File: src/rtl/rgb_pwm_pkg.sv
// Shared mode encodings, default width and phase-offset helper for the RGB breathing PWM engine.
package rgb_pwm_pkg;

  localparam int unsigned DEF_CW = 25;

  localparam logic [1:0] MODE_HOLD = 2'b00;
  localparam logic [1:0] MODE_TRI  = 2'b01;
  localparam logic [1:0] MODE_SAW  = 2'b10;
  localparam logic [1:0] MODE_MAN  = 2'b11;

  // Start duty of channel idx: idx*phase saturated to the period terminal value.
  function automatic int unsigned phase_init(input int unsigned idx, input int unsigned phase,
                                             input int unsigned period);
    int unsigned v;
    v = idx * phase;
    return (v > period) ? period : v;
  endfunction

endpackage

File: src/rtl/rgb_pwm_chan.sv
// One PWM channel: duty/direction ramp update on the period tick and active-low output compare.
// With RGB_PWM_GAMMA_EN the compare uses a squared-duty register against the shared cnt*PERIOD accumulator.
module rgb_pwm_chan
  import rgb_pwm_pkg::*;
#(
  parameter int unsigned   CW     = DEF_CW,
  parameter int unsigned   PERIOD = 3464,
  parameter logic [CW-1:0] INIT   = '0
) (
  input  logic            clk,
  input  logic            rst,
  input  logic            sync,
  input  logic            tick,
  input  logic            oe,
  input  logic [1:0]      mode,
  input  logic [CW-1:0]   duty,
`ifdef RGB_PWM_GAMMA_EN
  input  logic [2*CW-1:0] acc,
`else
  input  logic [CW-1:0]   cnt,
`endif
  output logic            pwm_n_c,
  output logic            stt
);

  localparam logic [CW-1:0] PER    = CW'(PERIOD);
  localparam logic [CW-1:0] PER_M1 = CW'(PERIOD - 1);
  localparam logic [CW-1:0] ONE    = CW'(1);

  logic [CW-1:0] d_q, d_d;
  logic          dir_q, dir_d;
  logic          stt_q, stt_d;

  // Ramp rules applied once per period; sync reloads the phase offset and discards the tick.
  always_comb begin
    d_d   = d_q;
    dir_d = dir_q;
    stt_d = 1'b0;
    if (sync) begin
      d_d   = INIT;
      dir_d = 1'b1;
    end else if (tick) begin
      case (mode)
        MODE_TRI: begin
          if (dir_q) begin
            if (d_q >= PER) begin
              d_d   = PER_M1;
              dir_d = 1'b0;
              stt_d = 1'b1;
            end else begin
              d_d = d_q + ONE;
            end
          end else if (d_q == '0) begin
            d_d   = ONE;
            dir_d = 1'b1;
          end else begin
            d_d = d_q - ONE;
          end
        end
        MODE_SAW: begin
          dir_d = 1'b1;
          if (d_q >= PER) begin
            d_d   = '0;
            stt_d = 1'b1;
          end else begin
            d_d = d_q + ONE;
          end
        end
        MODE_MAN: begin
          d_d   = (duty > PER) ? PER : duty;
          stt_d = (d_d == PER);
        end
        default: ;
      endcase
    end
  end

  always_ff @(posedge clk) begin
    if (rst) begin
      d_q   <= INIT;
      dir_q <= 1'b1;
      stt_q <= 1'b0;
    end else begin
      d_q   <= d_d;
      dir_q <= dir_d;
      stt_q <= stt_d;
    end
  end

`ifdef RGB_PWM_GAMMA_EN
  localparam logic [2*CW-1:0] INIT_SQ = {CW'(0), INIT} * {CW'(0), INIT};

  logic [2*CW-1:0] sq_q, sq_d;

  // sq tracks d*d; reloading every edge keeps it in step with d.
  always_comb sq_d = {CW'(0), d_d} * {CW'(0), d_d};

  always_ff @(posedge clk) begin
    if (rst) sq_q <= INIT_SQ;
    else     sq_q <= sq_d;
  end

  assign pwm_n_c = oe ? ~(acc < sq_q) : 1'b1;
`else
  assign pwm_n_c = oe ? ~(cnt < d_q) : 1'b1;
`endif

  assign stt = stt_q;

endmodule

File: src/rtl/rgb_breath_pwm.sv
// Multi-channel breathing/rainbow PWM: shared period counter feeding CH independent ramp channels.
// Optional square-law output enabled by defining RGB_PWM_GAMMA_EN.
module rgb_breath_pwm
  import rgb_pwm_pkg::*;
#(
  parameter int unsigned CH     = 3,
  parameter int unsigned CW     = DEF_CW,
  parameter int unsigned PERIOD = 3464,
  parameter int unsigned PHASE  = 1155
) (
  input  logic             CLK,
  input  logic             RST,
  input  logic             _OE,
  input  logic             SYNC,
  input  logic [2*CH-1:0]  MODE,
  input  logic [CW*CH-1:0] DUTY,
  output logic [CH-1:0]    PWM_N,
  output logic [CH-1:0]    STT
);

  localparam logic [CW-1:0] PER = CW'(PERIOD);

  logic [CW-1:0] cnt_q, cnt_d;
  logic          tick;

  always_comb begin
    tick  = (cnt_q == PER);
    cnt_d = cnt_q + CW'(1);
    if (SYNC || tick) cnt_d = '0;
  end

  always_ff @(posedge CLK) begin
    if (RST) cnt_q <= '0;
    else     cnt_q <= cnt_d;
  end

`ifdef RGB_PWM_GAMMA_EN
  localparam logic [2*CW-1:0] PER_W = (2*CW)'(PERIOD);

  logic [2*CW-1:0] acc_q, acc_d;

  // acc == cnt*PERIOD, built by repeated addition instead of a multiplier.
  always_comb acc_d = (SYNC || tick) ? '0 : acc_q + PER_W;

  always_ff @(posedge CLK) begin
    if (RST) acc_q <= '0;
    else     acc_q <= acc_d;
  end
`endif

  for (genvar i = 0; i < CH; i++) begin : g_chan
    rgb_pwm_chan #(
      .CW     (CW),
      .PERIOD (PERIOD),
      .INIT   (CW'(phase_init(i, PHASE, PERIOD)))
    ) u_chan (
      .clk     (CLK),
      .rst     (RST),
      .sync    (SYNC),
      .tick    (tick),
      .oe      (_OE),
      .mode    (MODE[2*i +: 2]),
      .duty    (DUTY[CW*i +: CW]),
`ifdef RGB_PWM_GAMMA_EN
      .acc     (acc_q),
`else
      .cnt     (cnt_q),
`endif
      .pwm_n_c (PWM_N[i]),
      .stt     (STT[i])
    );
  end

endmodule

File: config.mk
export PLATFORM = sky130hd
export DESIGN_NAME = rgb_breath_pwm
export DESIGN_NICKNAME = d
export VERILOG_FILES = /design/src/rtl/rgb_pwm_pkg.sv /design/src/rtl/rgb_pwm_chan.sv /design/src/rtl/rgb_breath_pwm.sv
export SDC_FILE = /design/constraint.sdc
export NUM_CORES = 1
export LEC_CHECK = 0
export CAP_MARGIN = 10
export CORE_ASPECT_RATIO = 0.6
export CORE_UTILIZATION = 40
export CTS_CLUSTER_SIZE = 20
export DETAILED_ROUTE_END_ITERATION = 16
export MAX_ROUTING_LAYER = met4
export PLACE_DENSITY = 0.55
export SYNTH_ARGS = -nofsm -noshare
export SYNTH_HDL_FRONTEND = slang
export SYNTH_SLANG_ARGS = --single-unit
File: constraint.sdc
create_clock -name CLK -period 2.7 [get_ports CLK]
set_input_delay 0.405 -clock CLK [delete_from_list [all_inputs] [get_ports CLK]]
set_output_delay 0.405 -clock CLK [all_outputs]
set_load 0.005 [all_outputs]
==> key figures <==
Outcome
  – Outcome: completed

Logic synthesis
  – Number of synthesized flops with an enable pin: 0
  – Area contributors post-synth: dfxtp_1, ha_1, o21ai_0, a21oi_1, inv_1
  – Netlist cell types: 77
  – Synth Area in Compound Gates: between 20% and 30%
  – Post-Synth Simple-Gate Area: 26.1%
  – Commonest register cell after synthesis: dfxtp_1
  – Register area share after synthesis: 22.6%
  – Syn_nets: about 1400
  – Largest family of logic cells by synthesized area: compound AO/OA/AOI/OAI gates
  – Avg Inst Size Synth: 7.41 um2
  – Post-Syn Area: 9390 um2
  – Yosys warning total: 0
  – Xor-xnor portion of the synthesized cell area: 4.10%
  – Post-synth top area cell: dfxtp_1
  – Post-synth top area share: 22.6%
  – Cells after Synth: 1268
  – Mux contribution to synthesized area: 0.120%
  – Synthesis-stage register bit count: 106
  – Post-Synth Adder-Cell Area: 12.4%
  – Asr flop ratio synth: 0%

STA
  – Tcrit/Tclk final: between 90% and 100%
  – RSZ-0062 raised after global routing: true
  – Max-slew headroom: 59.6%
  – Worst setup slack after layout: 51.3 ps
  – Final hold violation count: 0
  – F_max: 0.378 GHz
  – Final Setup Violations: 0
  – Worst-Margin Slew: ~600 ps
  – Slew Limit Fails: 0
  – WHS: 481 ps
  – Clock skew: 15.2 ps
  – Fin crit period: 2650 ps

Clock network
  – H-tree depth: 3
  – Root buf cell: clkbuf_16
  – TritonCTS clock tree: built
  – Total CTS buffers: 9
  – Clk sinks: 106
  – Clock-pin slew on the worst setup and hold paths: 80 ps
  – CTS max path bufs: 2
  – Clock latency on the worst-skew pair: 380 ps

Route
  – Remaining DRCs: 0
  – TritonRoute pass-1 iters: 5
  – Routed wire length per instance: roughly 19 um
  – DRT Wirelength: between 30 and 40 mm
  – Post-route ant nets: 0
  – DRT iter0 DRCs: 970
  – Vias per cell: 5.86
  – Via count: 10600

Cells and area
  – Final Cell Area: 12300 um2
  – Area Growth Syn to Fin: 30.9%
  – Layout cells sized above 1: 18.0%
  – Nets: 1657
  – Leading cell type in the layout, fill and taps excluded: buf_4
  – Most frequent cells in the layout: buf_4, inv_1, nor2_1

Placement
  – Final HPWL DP: between 20 and 30 mm
  – Dpl ws: -282 ps
  – Final GP Congestion: 0.970
  – Count of input and output buffers: 90
  – Dpl cell area: between 10000 and 15000 um2

Floorplan
  – DIE AREA: 24100 um2
  – FP Rows: 43
  – Core area: 23100 um2
  – Chip Width: 200 um
  – I/O pin total: 91
  – Starting Density: 40.7%
  – Die H: approximately 120 um

Setup path
  – Gate family responsible for the most delay along the worst path: compound AO/OA/AOI/OAI gates
  – Reg2reg setup slack: 140 ps
  – Worst reg2reg endpoint: g_chan[1].u_chan.d_q[0]
  – R2r worst-path depth: 7
  – CP required: roughly 2300 ps
  – Max incr delay on CP: 360 ps
  – Max FO, Critical Path: 4
  – Critical Path AT: around 2200 ps
  – CP endpoint kind: primary output
  – Worst r2r src: cnt_q[6]
  – Slowest-stage cell, CP: dfxtp_2
  – Crit path launch type: register
  – Crit path buffers/inverters: 2
  – Crit-path cells: buf_4, ha_1, a22o_1, nor4_1, o21ai_1, o211ai_1, a41oi_2, buf_2
  – Crit Path Class: reg -> out

Worst hold path
  – Hold Path Origin: cnt_q[0]
  – Worst Hold Depth: 1
  – Hold WC Path Type: reg -> reg
  – Hold endpoint: cnt_q[0]

GRT
  – Total track usage: 29.2%
  – Antenna violations before repair: 1
  – Grt total ovfl: 0
  – First-pass GRT wire length: 52.9 mm
  – Largest net degree at the start of global routing: 35
  – Vias in the first global route: 9331

Power
  – Max VDD drop: approximately 280 uV
  – PwrDens: 268 nW/um2
  – Leak: between 4 and 5 nW

Job
  – Max-cap check violation count: 0
## power breakdown
group	internal [mW]	leakage (nW)	switching [mW]
logic	0.204	3.86	0.179
clock network	0.653	0.125	0.693
registers	1.56	0.862	0.00277
total	2.42	4.85	0.875
## per-layer routing
layer  global-route usage [%]  vias to the layer above  part of all wire [%]
li1                         -                     5177                     -
met1                     46.4                     4853                    52
met2                     35.0                      493                    36
met3                     7.67                       28                    11
met4                     5.58                        0                  0.96
met5                        -                        -                     0
## state kept, by name, summed over array words and instances, names as in the netlist
name                 cells
g_chan.u_chan.d_q       75
cnt_q                   25
g_chan.u_chan.dir_q      3
g_chan.u_chan.stt        3
## timing repair
item | 4_1_cts | 5_1_grt
pin swaps | 7 | 14
setup endpoints to repair | 3 | 22
setup buffers | 0 | 5
hold buffers | 0 | 0
resized for setup | 25 | 37
## cells by family after synthesis
logic type,after synthesis
buffers and inverters,175
and+or+nand+nor,459
adders and majority gates,93
xor gates and xnor gates,44
AOI/OAI and AO/OA,390
muxes,1
DFF,106
## area by class of cell
class                      count  area, um2
multi-input combinational    987       6780
fill                        2250      10800
clock buffer                  12        246
clock inverter                 4       27.5
sequential                   106       2140
inverter                     106        398
tap                          315        394
antenna                        1       2.50
timing repair buffer         269       2310
## how the worst max path moves through the flow
stage | from | to | slack (ps) | cells after the start
after global routing | cnt_q[8] | PWM_N[0] | -40 | 8
after floorplan | DUTY[72] | g_chan[2].u_chan.d_q[8] | 230 | 6
after detailed placement | DUTY[72] | g_chan[2].u_chan.d_q[8] | -280 | 7
after global placement | DUTY[72] | g_chan[2].u_chan.d_q[8] | -240 | 7
final | cnt_q[8] | PWM_N[0] | 50 | 8
after CTS | cnt_q[10] | PWM_N[0] | 0.7 | 9
## cell usage after synthesis (10+ instances only)
cell / instances
a211oi_1: 15
a21o_1: 23
a21oi_1: 99
a221oi_1: 10
a31oi_1: 19
and3_1: 19
buf_2: 12
clkbuf_1: 50
dfxtp_1: 106
ha_1: 93
inv_1: 106
nand2_1: 67
nand3_1: 46
nand4_1: 38
nor2_1: 103
nor3_1: 63
nor4_1: 39
o211ai_1: 14
o21a_1: 10
o21ai_0: 100
o31ai_1: 11
or3_1: 18
or4_1: 12
xnor2_1: 33
xor2_1: 11
## through the flow
stage	instances	power (mW)	TNS [ps]	utilization [%]
6_report	1800	3.29	0	53.3
2_1_floorplan	1268	1.73	0	-
4_1_cts	1794	3.30	0	52.4
3_5_place_dp	1778	1.97	-1340	51.0
3_3_place_gp	1778	1.97	-951	51.0
5_1_grt	1800	3.41	-51.5	53.3
Power figures use the tool's default switching activity.
